==> src/rtl/alu_cmd_sequencer.sv <==
// Issue stage for the 4-bit ALU: command FIFO, 3-state issue FSM and a valid/ready response port.
// Optional accumulator forwarding is enabled by defining ALU_ACC_FWD_EN.
module alu_cmd_sequencer #(
  parameter  int DEPTH = 4,
  localparam int CW    = $clog2(DEPTH) + 1
) (
  input  logic          clk,
  input  logic          rst_n,
  input  logic          cmd_valid,
  output logic          cmd_ready,
  input  logic [3:0]    cmd_a,
  input  logic [3:0]    cmd_b,
  input  logic [2:0]    cmd_sel,
  input  logic          cmd_use_acc,
  output logic [3:0]    alu_a,
  output logic [3:0]    alu_b,
  output logic [2:0]    alu_sel,
  input  logic [3:0]    alu_result,
  input  logic          alu_cout,
  output logic          rsp_valid,
  input  logic          rsp_ready,
  output logic [3:0]    rsp_result,
  output logic          rsp_cout,
  output logic          rsp_zero,
  output logic [CW-1:0] fifo_count
);

  localparam int AW = $clog2(DEPTH);
`ifdef ALU_ACC_FWD_EN
  localparam int EW = 12;
`else
  localparam int EW = 11;
`endif

  localparam logic [1:0] IDLE = 2'd0;
  localparam logic [1:0] EXEC = 2'd1;
  localparam logic [1:0] RESP = 2'd2;

  logic [1:0]    state;
  logic [EW-1:0] mem [DEPTH];
  logic [AW-1:0] wr_ptr;
  logic [AW-1:0] rd_ptr;
  logic [EW-1:0] entry_in;
  logic [EW-1:0] head;
  logic          push;
  logic          pop;
  logic          fifo_nonempty;
  logic [3:0]    issue_a;

  assign cmd_ready     = (fifo_count < CW'(DEPTH));
  assign push          = cmd_valid & cmd_ready;
  assign fifo_nonempty = (fifo_count != '0);
  // Pops only happen when the FSM is ready to issue, so an empty FIFO is never bypassed.
  assign pop           = fifo_nonempty & ((state == IDLE) | ((state == RESP) & rsp_ready));
  assign head          = mem[rd_ptr];

`ifdef ALU_ACC_FWD_EN
  logic [3:0] acc;

  assign entry_in = {cmd_use_acc, cmd_sel, cmd_b, cmd_a};
  assign issue_a  = head[11] ? acc : head[3:0];

  always_ff @(posedge clk or negedge rst_n) begin
    if (!rst_n) begin
      acc <= 4'd0;
    end else if (state == EXEC) begin
      acc <= alu_result;
    end
  end
`else
  logic unused_use_acc;

  assign unused_use_acc = cmd_use_acc;
  assign entry_in       = {cmd_sel, cmd_b, cmd_a};
  assign issue_a        = head[3:0];
`endif

  always_ff @(posedge clk) begin
    if (push) begin
      mem[wr_ptr] <= entry_in;
    end
  end

  always_ff @(posedge clk or negedge rst_n) begin
    if (!rst_n) begin
      wr_ptr     <= '0;
      rd_ptr     <= '0;
      fifo_count <= '0;
    end else begin
      if (push) begin
        wr_ptr <= wr_ptr + 1'b1;
      end
      if (pop) begin
        rd_ptr <= rd_ptr + 1'b1;
      end
      case ({push, pop})
        2'b10:   fifo_count <= fifo_count + 1'b1;
        2'b01:   fifo_count <= fifo_count - 1'b1;
        default: fifo_count <= fifo_count;
      endcase
    end
  end

  // alu_* keep their last issued values outside a pop so the ALU input never glitches back to 0.
  always_ff @(posedge clk or negedge rst_n) begin
    if (!rst_n) begin
      state      <= IDLE;
      alu_a      <= 4'd0;
      alu_b      <= 4'd0;
      alu_sel    <= 3'd0;
      rsp_valid  <= 1'b0;
      rsp_result <= 4'd0;
      rsp_cout   <= 1'b0;
      rsp_zero   <= 1'b0;
    end else begin
      case (state)
        IDLE: begin
          if (pop) begin
            alu_a   <= issue_a;
            alu_b   <= head[7:4];
            alu_sel <= head[10:8];
            state   <= EXEC;
          end
        end
        EXEC: begin
          rsp_result <= alu_result;
          rsp_cout   <= alu_cout;
          rsp_zero   <= (alu_result == 4'd0);
          rsp_valid  <= 1'b1;
          state      <= RESP;
        end
        RESP: begin
          if (rsp_ready) begin
            rsp_valid <= 1'b0;
            if (pop) begin
              alu_a   <= issue_a;
              alu_b   <= head[7:4];
              alu_sel <= head[10:8];
              state   <= EXEC;
            end else begin
              state <= IDLE;
            end
          end
        end
        default: state <= IDLE;
      endcase
    end
  end

endmodule

==> config.mk <==
export PLATFORM = sky130hd
export DESIGN_NAME = alu_cmd_sequencer
export DESIGN_NICKNAME = d
export VERILOG_FILES = /design/src/rtl/alu_cmd_sequencer.sv
export SDC_FILE = /design/constraint.sdc
export NUM_CORES = 1
export LEC_CHECK = 0
export BUFFER_PORTS_ARGS = -buffer_cell sky130_fd_sc_hd__buf_4
export CAP_MARGIN = 20
export CORE_ASPECT_RATIO = 0.5
export CORE_MARGIN = 4
export CORE_UTILIZATION = 25
export DETAILED_ROUTE_END_ITERATION = 12
export PLACE_DENSITY = 0.5
export REMOVE_ABC_BUFFERS = 1
export SLEW_MARGIN = 20
export SYNTH_ARGS = -nofsm -noshare
export SYNTH_HDL_FRONTEND = slang
export SYNTH_SLANG_ARGS = --single-unit
==> constraint.sdc <==
create_clock -name clk -period 2.4 [get_ports clk]
set_input_delay 0.72 -clock clk [delete_from_list [all_inputs] [get_ports clk]]
set_output_delay 0.72 -clock clk [all_outputs]
set_load 0.005 [all_outputs]
==> results.py <==
metrics = {
    "setup_path": {
        "crit_family": "adder cells",
        "reg2reg_to": "fifo_count[2]",
        "crit_buf_inv": 1,
        "r2r_setup_slack_ns": 0.55,
        "cp.arrival_ns": 2.09,
        "slowest_delay_ns": 0.40,
        "crit_type": "reg -> reg",
        "slowest_stage": "dfrtp_1",
        "cp-start-kind": "flip-flop",
        "crit_chain": "nor2b_1, nor3_2, ha_1, inv_1, fa_1, xor2_1, nor2_1, xnor2_1",
        "crit_path_end_kind": "flip-flop",
        "cp_max_fo": 5,
        "r2r_start": "state[1]",
        "worst_r2r_path_depth": 8,
        "crit_required_ns": 2.64,
    },
    "timing": {
        "setup_ws_ns": 0.551,
        "clock_skew_ns": 0.00470,
        "tightest_slew_ns": 0.591,
        "fin_crit_sh_pct": 77.0,
        "rsz0062_at_grt": "no",
        "post-route-min-period_ns": 1.85,
        "whs_ns": 0.315,
        "finalHoldViolations": 0,
        "setup-tns-final_ns": 0,
        "fmax_ghz": 0.541,
        "slew_viol_final": 0,
        "slew_headroom_pct": 60.6,
        "setup_violations": 0,
    },
    "final_layout": {
        "nets": 228,
        "insertedDiodeCount": 0,
        "fin_cells": 351,
        "fin_util_pct": 32.9,
        "area_growth_syn_to_layout_pct": 28.6,
        "drive_gt1_share_pct": 42.7,
    },
    "place": {
        "dp.final_hpwl_mm": 3.22,
        "gp_congestion": 0.656,
        "io_buffers": 41,
        "post-place-cells": 335,
        "pre_cts_ws_ns": 0.231,
    },
    "floorplan": {
        "rows": 27,
        "initial_core_util_pct": 25.5,
        "dieArea_sq_um": 13100,
        "die_h_microns": 82.9,
        "core_sq_um": 11000,
        "pin_count": 43,
        "die_w_microns": 158,
    },
    "run_status": {
        "status": "finished, final reports clean",
    },
    "cts": {
        "cts_sinks": 71,
        "root_buffer": "clkbuf_16",
        "numCtsBuffers": 9,
        "clk_path_buf_depth": 2,
        "htreeDepth": 3,
        "ctsHoldBuffers": 0,
        "clk_pin_slew_ns": 0.05,
        "cts_tree": "done",
        "post_cts_resized": 0,
        "clk_latency_ns": 0.32,
        "postCtsSetupRepairBufs": 0,
    },
    "yosys": {
        "yosysTopAreaCell": "edfxtp_1",
        "synth_seq_cells": 71,
        "synth_top_area_share_pct": 47.1,
        "ys_seq_area_share_pct": 71.2,
        "synthTopCellsByArea": "edfxtp_1 47%, dfrtp_1 24%, mux4_2 6.4%",
        "syn_area_per_cell_sq_um": 19.2,
        "ys_types": 27,
        "yosysWarnings": 0,
        "syn_inst": 146,
        "syn-cell-area_sq_um": 2800,
    },
    "job": {
        "drv_cap": 0,
    },
    "global_routing": {
        "antenna_found_initial": 0,
        "grt_pass1_vias": 1592,
        "grt_pass1_wl_mm": 8.02,
        "grt-ovfl-total": 0,
        "grt_use_total_pct": 8.13,
        "grt_max_degree": 28,
    },
    "power": {
        "power_leakage_uw": 0.00143,
        "power.density_nw_per_um2": 1290,
        "peakVddDrop_uv": 418,
    },
    "detailed_routing": {
        "ant_nets": 0,
        "drt-total-wl_mm": 4.87,
        "wl_per_cell_microns": 13.9,
        "viasPerCell": 4.02,
        "drt_first_iter_violations": 43,
        "dr.pass1.iters": 4,
        "vias": 1411,
        "drcViolationCount": 0,
    },
    "worst_hold_path": {
        "holdCritPathClass": "in -> async",
    },
}
==> cells by family (layout without fill, tap and decap cells) <==
kind of cell             Yosys count  after routing  share of synthesized area [%]
flip-flops                        71             71                           71.2
buffers and inverters             13             73                           2.19
AO/OA/AOI/OAI                      5              5                          0.892
XOR/XNOR                           6              6                           1.87
adder cells (fa/ha/maj)            6              6                           2.95
multiplexers                      28             28                           17.1
AND/OR/NAND/NOR                   17             17                           3.79
==> routing by layer <==
metal / up-vias / global-route usage [%] / wire length, microns
met2: 35 / 13.5 / 2570
li1: 655 / - / -
met1: 716 / 9.07 / 1960
met5: - / 0 / 0
met4: 0 / 3.51 / 56
met3: 5 / 3.49 / 279
==> area by class of cell <==
type	count	area, sq um
clock inverter	4	48.8
timing repair buffer	49	368
tap	145	181
clock buffer	12	236
fill	1050	7370
sequential	71	2000
multi-input combinational	62	746
inverter	8	30.0
==> state kept, by name, indices dropped and copies added (netlist names) <==
name and flops:
alu_a 4, rsp_zero 1, state 2, fifo_count 3, rsp_valid 1, rsp_cout 1, wr_ptr 2, alu_sel 3
mem 44, alu_b 4, rd_ptr 2, rsp_result 4
==> Yosys cell counts <==
library cell,n
a21oi_1,2
and2_1,4
buf_2,1
buf_4,1
buf_6,1
clkbuf_1,2
dfrtp_1,27
edfxtp_1,44
fa_1,1
ha_1,5
inv_1,8
mux2_2,8
mux2_4,8
mux2i_1,1
mux4_1,3
mux4_2,8
nand2_1,3
nand2b_1,2
nor2_1,1
nor2b_1,2
nor3_1,1
nor3_2,2
nor4b_1,1
o21ai_0,3
or4_1,1
xnor2_1,3
xor2_1,3
==> cells in the final DEF (no fill, tap or decap), drive strengths merged, types with 2 or more instances in the layout <==
master  count
clkinv      3
and2        4
xor2        3
dfrtp      27
o21ai       3
buf        49
clkbuf     12
mux4       11
nor2b       2
nand2b      2
a21oi       2
nand2       3
edfxtp     44
mux2       16
xnor2       3
nor3        3
ha          5
inv         8
==> where the power goes <==
group	internal, uW	switching (uW)
registers	1660	218
logic	925	604
clock network	803	459
==> worst max path at each step <==
stage                     startpoint       endpoint  slack (ns)  depth (start not counted)
after floorplan            rsp_ready  fifo_count[2]       -0.28                          8
after global placement     rsp_ready  fifo_count[2]        0.26                          9
after detailed placement   rsp_ready  fifo_count[2]        0.23                          9
after CTS                   state[1]  fifo_count[2]        0.53                          8
after global routing        state[1]  fifo_count[2]        0.33                          8
final                       state[1]  fifo_count[2]        0.55                          8
==> metrics by stage <==
step	area (sq um)	power (uW)
after floorplan	2770	2830
after global placement	3320	3420
after detailed placement	3320	3480
after CTS	3610	4760
after global routing	3610	4980
final	3610	4670
(Power assumes the default switching activity.)
